## config.mk

```make
export PLATFORM = sky130hd
export DESIGN_NAME = pwm_breather
export DESIGN_NICKNAME = d
export VERILOG_FILES = /design/src/rtl/pwm_breather.sv
export SDC_FILE = /design/constraint.sdc
export NUM_CORES = 1
export LEC_CHECK = 0
export ABC_AREA = 1
export CORE_MARGIN = 1
export CORE_UTILIZATION = 47
export DETAILED_ROUTE_END_ITERATION = 10
export DONT_BUFFER_PORTS = 1
export GPL_TIMING_DRIVEN = 0
export PLACE_DENSITY = 0.61
export RECOVER_POWER = 50
export SYNTH_ARGS = -nofsm -noshare
export SYNTH_HDL_FRONTEND = slang
export SYNTH_SLANG_ARGS = --single-unit
```

## constraint.sdc

```tcl
create_clock -name clk -period 3 [get_ports clk]
set_input_delay 0.15 -clock clk [delete_from_list [all_inputs] [get_ports clk]]
set_output_delay 0.15 -clock clk [all_outputs]
set_load 0.01 [all_outputs]
```

## src/rtl/pwm_breather.sv

```systemverilog
// Strobe-paced LED breathing engine: a duty-cycle FSM (rise, hold, fall, hold)
// advanced by single-cycle strobes, driving a free-running PWM comparator.
module pwm_breather #(
  parameter int unsigned W    = 8,
  parameter int unsigned STEP = 1,
  parameter int unsigned HOLD = 4
) (
  input  logic         clk,
  input  logic         rst_n,
  input  logic         strobe,
  input  logic         enable,
  output logic         led,
  output logic [W-1:0] duty,
  output logic [2:0]   phase
);

  localparam logic [W-1:0]  MAX       = {W{1'b1}};
  localparam int unsigned   HW_RAW    = $clog2(HOLD + 1);
  localparam int unsigned   HW        = (HW_RAW < 1) ? 1 : HW_RAW;
  localparam logic [W:0]    STEP_X    = (W+1)'(STEP);
  localparam logic [HW-1:0] HOLD_LAST = HW'(HOLD - 1);

  typedef enum logic [2:0] {
    IDLE   = 3'd0,
    RISE   = 3'd1,
    TOP    = 3'd2,
    FALL   = 3'd3,
    BOTTOM = 3'd4
  } state_e;

  state_e        state_q;
  logic [W-1:0]  duty_q;
  logic [HW-1:0] hold_q;
  logic [W-1:0]  pwm_cnt_q;
  logic          led_q;

  // Ramp arithmetic is done one bit wider so the end points saturate, never wrap.
  logic [W:0]    rise_sum_d;
  logic          rise_sat_d;
  logic          fall_floor_d;
  logic [W-1:0]  fall_diff_d;
  logic          hold_done_d;

  always_comb begin
    rise_sum_d   = {1'b0, duty_q} + STEP_X;
    rise_sat_d   = (rise_sum_d >= {1'b0, MAX});
    fall_floor_d = ({1'b0, duty_q} <= STEP_X);
    fall_diff_d  = duty_q - STEP_X[W-1:0];
    hold_done_d  = (hold_q == HOLD_LAST);
  end

  always_ff @(posedge clk or negedge rst_n) begin
    if (!rst_n) begin
      state_q <= IDLE;
      duty_q  <= '0;
      hold_q  <= '0;
    end else if (!enable) begin
      // Dropping enable wins over any coincident strobe.
      state_q <= IDLE;
      duty_q  <= '0;
      hold_q  <= '0;
    end else begin
      case (state_q)
        IDLE: begin
          state_q <= RISE;
        end
        RISE: begin
          if (strobe) begin
            if (rise_sat_d) begin
              duty_q  <= MAX;
              state_q <= TOP;
              hold_q  <= '0;
            end else begin
              duty_q <= rise_sum_d[W-1:0];
            end
          end
        end
        TOP: begin
          if (strobe) begin
            if (hold_done_d) begin
              state_q <= FALL;
              hold_q  <= '0;
            end else begin
              hold_q <= hold_q + 1'b1;
            end
          end
        end
        FALL: begin
          if (strobe) begin
            if (fall_floor_d) begin
              duty_q  <= '0;
              state_q <= BOTTOM;
              hold_q  <= '0;
            end else begin
              duty_q <= fall_diff_d;
            end
          end
        end
        BOTTOM: begin
          if (strobe) begin
            if (hold_done_d) begin
              state_q <= RISE;
              hold_q  <= '0;
            end else begin
              hold_q <= hold_q + 1'b1;
            end
          end
        end
        default: begin
          state_q <= IDLE;
          duty_q  <= '0;
          hold_q  <= '0;
        end
      endcase
    end
  end

  // The PWM counter free-runs regardless of enable; only reset clears it.
  always_ff @(posedge clk or negedge rst_n) begin
    if (!rst_n) begin
      pwm_cnt_q <= '0;
      led_q     <= 1'b0;
    end else begin
      pwm_cnt_q <= pwm_cnt_q + 1'b1;
      led_q     <= enable & (pwm_cnt_q < duty_q);
    end
  end

  assign led   = led_q;
  assign duty  = duty_q;
  assign phase = state_q;

endmodule

```

* Word-level counts from Yosys, hierarchy flattened
Cells that the tools add are included.
Cells by class: mux-type cells 24, $add $sub $neg 4, div/mod/pow operators 0, shift-type cells 0, order comparisons 3, multiply operators 0, equal/unequal tests 16, reduce and logical (&&, ||, !) cells 6, bitwise logic cells 1
Operators by type and width (count):
- two-way mux 3 bit | 16
- two-way mux 8 bit | 5
- != test 3 bit (second input constant) | 9
- one-hot mux 8 bit (3 select lines) | 1
- one-hot mux 3 bit (5 select lines) | 1
- one-hot mux 3 bit (4 select lines) | 1
- adder 8 x 1 -> 9 bit (second input constant) | 1
- equality test 3 x 2 -> 1 bit (second input constant) | 3
- >= comparator 9 x 8 -> 1 bit (second input constant) | 1
- adder 8 x 1 -> 8 bit (second input constant) | 1
- less-or-equal comparator 8 x 1 -> 1 bit (second input constant) | 1
- less-than comparator 8 bit | 1
- AND reduction 8 bit | 1
- subtractor 8 x 1 -> 8 bit (second input constant) | 1
- AND reduction 6 bit | 1
- != test 2 bit (second input constant) | 2
- adder 3 x 1 -> 3 bit (second input constant) | 1
- equality test 3 x 1 -> 1 bit (second input constant) | 1
- equality test 3 bit (second input constant) | 1
- zero test 3 bit | 1
- AND reduction 3 bit | 1
- OR reduction 3 bit | 1
- OR reduction 2 bit | 1
- bitwise AND 1 bit | 1
Storage, ports and cells: ROM bits 0, RAM bits 0, output and inout bits 12, latch bits 0, memories kept 0, bits in registers 23, bits of input ports 4, word-level logic and storage cells 59

* Depth between registers and ports, before layout
Gate-level depths: netlist (run 1).
word-level depth 6, gate-level depth with buffers 13, mapped depth without buffers 13

* Worst setup path after synthesis (run 1)
Ideal clock, no wire load.
path type reg-to-reg, start point register duty_q[0], in the netlist duty[0], end point register state_q[1], in the netlist phase[1], stages on the path, launching flop included 12, data required time 2.883 ns, clock period less this slack 1.734 ns, path buffers 0, path slack 1.266 ns, setup time 0.117 ns, arrival 1.617 ns, path through dfrtp_1 inv_1 ha_1 inv_1 o21bai_1 nand3_1 nor2_1 nand3_2 nand3_4 nand3_2 nand2_1 nand2_1
Between the ends: word-level cells in the longest chain between the ends 4, elaborated cells on any way between the ends 6
Ends and longest elaborated chain:
- from (decl) | line 32 | logic [W-1:0] duty_q;
- from (signal assigned) | line 74 | duty_q <= rise_sum_d[W-1:0];
- from (signal assigned) | line 95 | duty_q <= fall_diff_d;
- adder 8 x 1 -> 9 bit | line 45 | rise_sum_d = {1'b0, duty_q} + STEP_X;
- >= comparator 9 x 8 -> 1 bit | line 46 | rise_sat_d = (rise_sum_d >= {1'b0, MAX});
- != test 3 bit (no line)
- AND reduction 8 bit (no line) *
- to (signal assigned) | line 54 | state_q <= IDLE;
- to (signal assigned) | line 59 | state_q <= IDLE;
- to (signal assigned) | line 65 | state_q <= RISE;
- to (decl) | line 31 | state_e state_q;
Every way passes the cells marked *; elsewhere a longest branch is shown, timed or not. A chain may end at the register's enable or synchronous reset.

* Worst setup path in the final report (run 1)
Same ends and word-level chain as after synthesis.

==> results.json, run 1 <==
{
  "status": "complete, no violations",
  "tns_ns": 0,
  "syn_nets": 260,
  "clock.fmax_mhz": 488,
  "startpoint_type": "flip-flop",
  "clk_latency_ns": 0.26,
  "syn_to_final_growth_pct": 6.41,
  "drive_gt1_share_pct": 10.9,
  "fp.coreArea_um2": 3470,
  "finalHoldViolCount": 0,
  "leakage_uw": 0.00102,
  "clk_path_buf_depth": 2,
  "multiInputGateArea_um2": 1020,
  "cts_setup_buffers": 0,
  "grt_use_total_pct": 20.3,
  "die_y_um": 63.1,
  "htreeDepth": 1,
  "synth-seq-area-share_pct": 32.8,
  "slew_viol_final": 0,
  "ioPinCount": 16,
  "worstSetupPathType": "flip-flop to flip-flop",
  "grt_pass1_wl_mm": 6.38,
  "dieArea_um2": 3980,
  "grt_max_degree": 24,
  "rsz0062_at_grt": "false",
  "power_frac_seq_pct": 38.6,
  "nFillCells": 366,
  "finish.net_count": 266,
  "power_switching_uw": 451,
  "critPathCaptureType": "flip-flop",
  "min_period_over_period_pct": 68.4,
  "diodes": 0,
  "p_sw_share_pct": 44.1,
  "syn_avg_cell_area_um2": 7.22,
  "port_buffers": 0,
  "synth.cell_area_um2": 1760,
  "arrival_ns": 2.21,
  "cts.clk_slew.worst_paths_ns": 0.08,
  "pwr-share-comb_pct": 42.4,
  "setup_violations": 0,
  "cp.required_ns": 3.16,
  "cts_sinks": 23,
  "first_global_vias": 1403,
  "relSlewSlack_pct": 29.5,
  "antenna_left": 0,
  "drt-pass1-iter-count": 4,
  "min_period_ns": 2.05,
  "cts_tree": "done",
  "pwr-share-clk_pct": 19.0,
  "ir_drop_mv": 0.232,
  "gp_congestion": 0.856,
  "dpl_cell_area_um2": 1810,
  "cts_buffers": 3,
  "ys.warnings.count": 0,
  "finalWirelength_mm": 3.60,
  "cts_root_buf": "clkbuf_8",
  "antenna_found_initial": 0,
  "vias": 1496,
  "hpwlAfterDp_mm": 2.79,
  "p_per_area_nw_per_um2": 548,
  "via_per_inst": 5.09,
  "syn-instance-count": 243,
  "num_rows": 21,
  "wl_per_cell_um": 12.2,
  "drv_cap": 0,
  "drc_errors": 0,
  "synth_cell_types": 32,
  "tightest_slew_ns": 1.05,
  "p_int_uw": 573,
  "final-seq-area_um2": 576,
  "ys_ff_latch": 23,
  "die_x_um": 63.1,
  "final_cell_area_um2": 1870,
  "hp-class": "primary input to flip-flop",
  "clock_skew_ns": 0.00167,
  "initial_utilization_pct": 50.6,
  "grt_overflow": 0,
  "drt_iter0_markers": 71,
  "crit_path_max_fanout": 8
}
==> area by class of cell <==
| cell class | instances | share of cell area, % |
|---|---|---|
| Multi-Input combinational cell | 181 | 54.9 |
| Sequential cell | 23 | 30.8 |
| Inverter | 37 | 7.43 |
| Tap cell | 46 | 3.08 |
| Clock buffer | 4 | 2.41 |
| Buffer | 2 | 0.871 |
| Timing Repair Buffer | 1 | 0.536 |
==> worst max-delay path: stages (launching register included) <==
cell and delay (ns):
dfrtp_1 0.53, inv_1 0.18, ha_1 0.31, inv_1 0.06
o21bai_1 0.14, nand3_1 0.11, nor2_1 0.13, nand3_2 0.13
nand3_4 0.13, nand3_2 0.10, nand2_1 0.07, nand2_1 0.06
==> cell usage after synthesis <==
cell type / number / area [um^2]
inv_2: 4 / 15.0
nand2_4: 1 / 11.3
o21bai_2: 1 / 11.3
nor4_1: 1 / 6.26
nor2_1: 23 / 86.3
buf_6: 1 / 11.3
dfrtp_1: 23 / 576
nand4_1: 6 / 37.5
nand3_4: 1 / 17.5
nand2_2: 5 / 31.3
o21ai_0: 10 / 50.1
a21o_1: 1 / 7.51
nor3_1: 2 / 10.0
xor2_1: 9 / 78.8
nand2_1: 67 / 251
inv_1: 33 / 124
o31a_1: 1 / 8.76
buf_2: 1 / 5.00
o22ai_1: 1 / 6.26
nand3_2: 4 / 40.0
xnor2_1: 2 / 17.5
nor2_4: 1 / 11.3
a21oi_1: 6 / 30.0
nor3_2: 1 / 10.0
nand3_1: 16 / 80.1
o21ai_1: 1 / 5.00
ha_1: 13 / 163
nor2_2: 4 / 25.0
a211oi_1: 1 / 7.51
o21a_1: 1 / 7.51
o21bai_1: 1 / 7.51
a31oi_1: 1 / 6.26
==> registers in the layout, summed over array words and instances, names as in the netlist <==
register   flops
duty           8
led            1
phase          3
pwm_cnt_q      8
hold_q         3
==> cells in the final DEF (no fill, tap or decap), drive strengths merged <==
| cell | n |
|---|---|
| nor2 | 28 |
| buf | 2 |
| inv | 37 |
| a211oi | 1 |
| dlygate4sd3 | 1 |
| a21o | 1 |
| clkbuf | 4 |
| nand3 | 21 |
| nor3 | 3 |
| nand4 | 6 |
| a31oi | 1 |
| o31a | 1 |
| o21bai | 2 |
| o21ai | 11 |
| a21oi | 6 |
| dfrtp | 23 |
| xor2 | 9 |
| o21a | 1 |
| xnor2 | 2 |
| o22ai | 1 |
| nor4 | 1 |
| ha | 13 |
| nand2 | 73 |
==> path summary, 6_finish.rpt <==
kind                            slack (ns)                      to  depth (start not counted)                   start
worst max-delay path                  0.95    phase[1]$_DFFE_PN0P_                         11     duty[0]$_DFFE_PN0P_
worst min-delay path                  0.16    phase[0]$_DFFE_PN0P_                          4                  enable
worst max register to register        0.95    phase[1]$_DFFE_PN0P_                         11     duty[0]$_DFFE_PN0P_
worst min register to register        0.49  pwm_cnt_q[0]$_DFF_PN0_                          1  pwm_cnt_q[0]$_DFF_PN0_
max in group asynchronous             1.85     duty[6]$_DFFE_PN0P_                          1                   rst_n
min in group asynchronous             0.52  pwm_cnt_q[4]$_DFF_PN0_                          1                   rst_n
==> logic make-up (layout without fill, tap and decap cells) <==
group | count (synthesis) | in the layout | share of synthesized area [%]
simple gates | 132 | 132 | 35.2
xor+xnor | 11 | 11 | 5.49
fa+ha+maj | 13 | 13 | 9.27
buf+inv | 39 | 44 | 8.84
flops | 23 | 23 | 32.8
compound gates | 25 | 25 | 8.41
==> routing by layer <==
metal / vias to the layer above / global-route usage (%) / share of wire [%]
met5: - / 0 / 0
met4: 0 / 5.23 / 0.67
li1: 787 / - / -
met1: 691 / 28.3 / 53
met2: 16 / 32.3 / 44
met3: 2 / 3.44 / 2.3
==> power by group through the flow <==
stage               registers, uW  logic (uW)  clock network [uW]
floorplan                     389         348                   0
global placement              402         425                   0
detailed placement            404         427                   0
CTS                           397         436                 204
global route                  402         496                 218
finish                        396         434                 194
==> through the flow <==
step / setup WS (ns) / hold slack [ns] / util (%) / cells / total power, uW
after global routing: 0.724 / 0.195 / 53.9 / 294 / 1120
after detailed placement: 0.952 / -0.145 / 52.3 / 289 / 831
after floorplan: 1.27 / -0.146 / - / 243 / 737
after global placement: 0.964 / -0.145 / 52.3 / 289 / 827
after CTS: 0.939 / 0.148 / 53.9 / 294 / 1040
final: 0.949 / 0.157 / 53.9 / 294 / 1020
==> timing repair <==
| action | 4_1_cts | 5_1_grt |
|---|---|---|
| hold endpoints to repair | 23 | 0 |
| hold buffers | 1 | 0 |
| setup endpoints to repair | 0 | 0 |
| gates resized for setup | 0 | 0 |
(Power assumes the default switching activity.)
==> inputs of run 2 (changes only) <==
Clock period 3 ns to 2.1 ns, I/O delays scaled along.
==> run 2 against run 1 <==
Largest power group unchanged. Worst hold slack lost 0.045 ns. Fmax increased by 9.4%. Wire length rose by 0.25%. Largest cell class unchanged. Non-clock buffer count stayed put. Critical endpoint is now duty[6]$_DFFE_PN0P_. Critical path type unchanged. Design area increased by 0.27%. First-iteration DRC count grew 2.8%.
==> results.json, run 2 (synthesis gave the netlist of run 1 again) <==
{
  "htreeDepth": 1,
  "worst_hold_slack_ns": 0.112,
  "relSlewSlack_pct": 29.4,
  "crit_path_max_fanout": 7,
  "dieArea_um2": 3980,
  "drive_gt1_share_pct": 12.5,
  "antenna_left": 0,
  "grt_max_degree": 24,
  "arrival_ns": 2.01,
  "num_rows": 21,
  "clk_path_buf_depth": 2,
  "tightest_slew_ns": 1.06,
  "critPathCaptureType": "flip-flop",
  "cts.clk_slew.worst_paths_ns": 0.08,
  "clock.fmax_mhz": 533,
  "grt_overflow": 0,
  "drt-pass1-iter-count": 5,
  "finalHoldViolCount": 0,
  "antenna_found_initial": 0,
  "status": "complete, no violations",
  "die_y_um": 63.1,
  "fp.coreArea_um2": 3470,
  "drv_cap": 0,
  "syn_to_final_growth_pct": 6.70,
  "via_per_inst": 5.08,
  "tns_ns": 0,
  "initial_utilization_pct": 50.6,
  "wl_per_cell_um": 12.3,
  "crit_chain": "inv_1 > ha_1 > nor2_1 > nor3_2 > nor2_2 > inv_1 > nor2_1 > o21ai_1 > o21ai_0",
  "clk_latency_ns": 0.26,
  "startpoint_type": "flip-flop",
  "slew_viol_final": 0,
  "setup_violations": 0,
  "diodes": 0,
  "vias": 1493,
  "cts_setup_buffers": 0,
  "min_period_ns": 1.87,
  "grt_use_total_pct": 20.3,
  "max_stage_delay_ns": 0.48,
  "cts_buffers": 3,
  "hpwlAfterDp_mm": 2.79,
  "grt_pass1_wl_mm": 6.38,
  "gp_congestion": 0.856,
  "first_global_vias": 1403,
  "die_x_um": 63.1,
  "layout_commonest_cell": "nand2_1",
  "ioPinCount": 16,
  "drt_iter0_markers": 73,
  "clock_skew_ns": 0.00173,
  "leakage_uw": 0.00101,
  "cts_tree": "done",
  "rsz0062_at_grt": "false",
  "finish.net_count": 266,
  "cp.required_ns": 2.24,
  "cts_root_buf": "clkbuf_8",
  "min_period_over_period_pct": 89.3,
  "layout_common_cells": "nand2_1, inv_1, nor2_1, dfrtp_1, nand3_1",
  "worstSetupPathType": "flip-flop to flip-flop",
  "crit_slowest_cell": "dfrtp_2",
  "path_buf_inv": 2,
  "ir_drop_mv": 0.331,
  "port_buffers": 0,
  "hp-class": "primary input to flip-flop",
  "finalWirelength_mm": 3.61,
  "drc_errors": 0,
  "p_per_area_nw_per_um2": 784,
  "nFillCells": 369,
  "cts_sinks": 23,
  "cp_top_family": "simple AND/OR/NAND/NOR gates"
}
==> run 2: metrics by stage <==
stage	total power, uW	std cells	cell area [um^2]	setup WS [ns]	utilization, %
2_1_floorplan	1050	243	1760	0.366	-
3_3_place_gp	1180	289	1810	0.0644	52.3
3_5_place_dp	1190	289	1810	0.0520	52.3
4_1_cts	1480	294	1870	0.0388	53.9
5_1_grt	1600	294	1870	0.0419	54.0
6_report	1470	294	1870	0.225	54.0
==> run 2: cell type report <==
cell class / instances / area, um^2 / area share (%)
Buffer: 2 / 16.3 / 0.868
Timing Repair Buffer: 1 / 10.0 / 0.534
Inverter: 37 / 139 / 7.41
Tap cell: 46 / 57.6 / 3.07
Clock buffer: 4 / 45.0 / 2.40
Multi-Input combinational cell: 181 / 1030 / 54.8
Sequential cell: 23 / 578 / 30.9
==> run 2: worst paths after layout <==
kind / from / endpoint / slack [ns] / depth (start not counted)
setup reg to reg: duty[1]$_DFFE_PN0P_ / duty[6]$_DFFE_PN0P_ / 0.23 / 9
setup / recovery: duty[1]$_DFFE_PN0P_ / duty[6]$_DFFE_PN0P_ / 0.23 / 9
hold / removal: enable / phase[0]$_DFFE_PN0P_ / 0.11 / 4
hold reg to reg: pwm_cnt_q[0]$_DFF_PN0_ / pwm_cnt_q[0]$_DFF_PN0_ / 0.49 / 1
max in group asynchronous: rst_n / duty[0]$_DFFE_PN0P_ / 0.92 / 1
min in group asynchronous: rst_n / pwm_cnt_q[4]$_DFF_PN0_ / 0.48 / 1
==> run 2: worst reg2reg max path: stages (launching register included) <==
cell	delay (ns)
dfrtp_2	0.48
inv_1	0.14
ha_1	0.24
nor2_1	0.09
nor3_2	0.26
nor2_2	0.09
inv_1	0.15
nor2_1	0.07
o21ai_1	0.12
o21ai_0	0.12
==> run 2: routing by layer <==
metal	track usage (%)	wire length, um	up-vias
li1	-	-	786
met1	28.3	1850	686
met2	32.3	1620	19
met3	3.44	112	2
met4	5.23	24	0
met5	0	0	-
==> run 2: what timing repair did <==
item,in CTS,in global routing
endpoints found under the setup margin,0,12
gates resized for setup,0,4
endpoints found under the hold margin,23,0
hold buffers,1,0
==> run 2: where the power goes <==
part | internal [uW] | switching [uW] | leakage, uW | total [uW]
clock | 135 | 143 | 0.0000228 | 279
sequential | 484 | 84.0 | 0.000301 | 568
combinational | 202 | 420 | 0.000690 | 621
==> inputs of run 3 (changes only) <==
Settings changed: ABC_AREA 1 to unset.
==> run 3 against run 2 <==
The run now ends with setup timing left. Final cell count down 8.2%. Critical path type unchanged. Largest cell class unchanged. Clock skew increased by 0.0036 ns. Combinational power is 21% lower.
==> results.json, run 3 <==
{
  "ys_ff_latch": 23,
  "drive_gt1_share_pct": 27.2,
  "htreeDepth": 1,
  "initial_utilization_pct": 50.4,
  "synth_cell_types": 52,
  "synthFlopType": "dfrtp_1",
  "drv_cap": 0,
  "p_per_area_nw_per_um2": 602,
  "yosysMostFrequentCell": "dfrtp_1",
  "multiInputGateArea_um2": 1150,
  "cts_buffers": 3,
  "synth_area_leaders": "dfrtp_1, ha_1, xnor2_1",
  "rsz0062_at_grt": "true",
  "ir_drop_mv": 0.303,
  "syn_to_final_growth_pct": 24.6,
  "dpl_worst_slack_ns": -0.349,
  "hpwlAfterDp_mm": 3.02,
  "synth_top_area_share_pct": 33.2,
  "timing.rr.end": "hold_q[1]$_DFFE_PN0P_",
  "synth_common_cells": "dfrtp_1, inv_1, nand2_1, nor2_1",
  "worstSetupPathType": "flip-flop to flip-flop",
  "relSlewSlack_pct": 12.7,
  "grt_pass1_wl_mm": 7.58,
  "clock.fmax_mhz": 439,
  "syn_nets": 212,
  "finalWirelength_mm": 4.74,
  "violations": "setup timing",
  "slew_viol_final": 0,
  "grt_max_degree": 24,
  "synth.cell_area_um2": 1740,
  "crit_start": "duty[0]$_DFFE_PN0P_",
  "synth_edf_count": 0,
  "synth-seq-area-share_pct": 33.2,
  "worst_slack_ns": -0.176,
  "worst_hold_slack_ns": 0.251,
  "fp.coreArea_um2": 3440,
  "drt-pass1-iter-count": 4,
  "ys.warnings.count": 0,
  "antenna_left": 0,
  "cts.clk_slew.worst_paths_ns": 0.09,
  "antenna_found_initial": 0,
  "vias": 1670,
  "port_buffers": 0,
  "tightest_slew_ns": 1.31,
  "cts_sinks": 23,
  "critPathCaptureType": "flip-flop",
  "nFillCells": 296,
  "yosysTopAreaCell": "dfrtp_1",
  "syn_avg_cell_area_um2": 8.90,
  "diodes": 0,
  "arrival_ns": 2.44,
  "r2r_cells": 7,
  "r2r_slack_ns": -0.18,
  "gp_congestion": 0.878,
  "drc_errors": 0,
  "final-seq-area_um2": 581,
  "hold-path-endpoint": "duty[1]$_DFFE_PN0P_",
  "min_period_over_period_pct": 108,
  "layout_commonest_cell": "dfrtp_1",
  "cts_root_buf": "clkbuf_8",
  "clk_path_buf_depth": 2,
  "crit_path_max_fanout": 8,
  "cts_tree": "done",
  "die_x_um": 62.8,
  "drt_iter0_markers": 194,
  "cp.required_ns": 2.26,
  "hp-class": "primary input to flip-flop",
  "clk_latency_ns": 0.27,
  "min_period_ns": 2.28,
  "hold_depth": 3,
  "syn-instance-count": 195,
  "num_rows": 21,
  "first_global_vias": 1670,
  "die_y_um": 62.8,
  "dieArea_um2": 3940,
  "grt_use_total_pct": 24.8,
  "via_per_inst": 6.19,
  "status": "finished with violations",
  "layout_common_cells": "dfrtp_1, buf_4, nand2_1, inv_1, nor2_1",
  "synth-async-reset-ratio_pct": 100,
  "startpoint_type": "flip-flop",
  "clock_skew_ns": 0.00529,
  "setup_violations": 12,
  "finish.net_count": 242,
  "finalHoldViolCount": 0,
  "grt_overflow": 0,
  "wl_per_cell_um": 17.6,
  "leakage_uw": 0.000929,
  "ioPinCount": 16,
  "timing.rr.start": "duty[0]$_DFFE_PN0P_",
  "holdCritStartpoint": "strobe"
}
[run 3: cell type report]
class | instances | share of cell area (%)
clock buffers | 4 | 2.08
multi-input cells | 147 | 53.2
flip-flops and latches | 23 | 26.9
well taps | 46 | 2.66
repair buffers | 26 | 9.66
inverters | 15 | 2.72
plain buffers | 9 | 2.78
[run 3: critical path, stage by stage, from the launching register on]
cell      delay [ns]
dfrtp_2         0.52
ha_4            0.21
a22o_1          0.24
o221ai_2        0.14
nand4b_1        0.13
o31a_1          0.38
a31oi_4         0.22
mux2_4          0.32
[run 3: repair_timing]
| item | in CTS | in global routing |
|---|---|---|
| buffers inserted | 19 | 5 |
| endpoints found under the hold margin | 23 | 0 |
| gates resized for setup | 13 | 26 |
| pin swaps | 11 | 17 |
| hold buffers | 2 | 0 |
| setup endpoints to repair | 14 | 14 |
[run 3: kinds of logic (layout without fill, tap and decap cells)]
group,after synthesis,in the layout,share of synthesized area (%)
muxes,3,3,1.87
xor gates and xnor gates,13,13,6.56
and+or+nand+nor,60,60,18.2
buffers and inverters,25,54,5.70
adders and majority gates,13,13,9.37
AOI/OAI and AO/OA,58,58,25.1
DFF,23,23,33.2
[run 3: worst max path at each step]
stage,end,slack (ns)
5_1_grt,hold_q[0]$_DFFE_PN0P_,-0.27
3_5_place_dp,phase[1]$_DFFE_PN0P_,-0.35
4_1_cts,hold_q[0]$_DFFE_PN0P_,-0.22
3_3_place_gp,phase[1]$_DFFE_PN0P_,-0.32
6_report,hold_q[1]$_DFFE_PN0P_,-0.18
2_1_floorplan,duty[3]$_DFFE_PN0P_,-0.05
[run 3: metrics by stage]
step           instance area, um^2  power [uW]  TNS, ns  std cells  utilization (%)
2_1_floorplan                 1760         827   -0.150        195                -
3_3_place_gp                  1820         899    -2.32        241             52.8
3_5_place_dp                  1820         914    -2.81        241             52.8
4_1_cts                       2070        1250    -1.73        266             60.2
5_1_grt                       2160        1380    -2.62        270             62.8
6_report                      2160        1300    -1.40        270             62.8
[run 3: routing by layer]
| layer | global-route usage (%) | vias up | wire length (um) |
|---|---|---|---|
| met3 | 3.28 | 15 | 236 |
| met4 | 16.6 | 0 | 182 |
| li1 | - | 782 | - |
| met1 | 29.7 | 805 | 1970 |
| met5 | 0 | - | 0 |
| met2 | 41.4 | 68 | 2350 |
[run 3: where the power goes]
part | switching [uW] | internal, uW
combinational | 291 | 196
sequential | 60.5 | 467
clock | 150 | 136
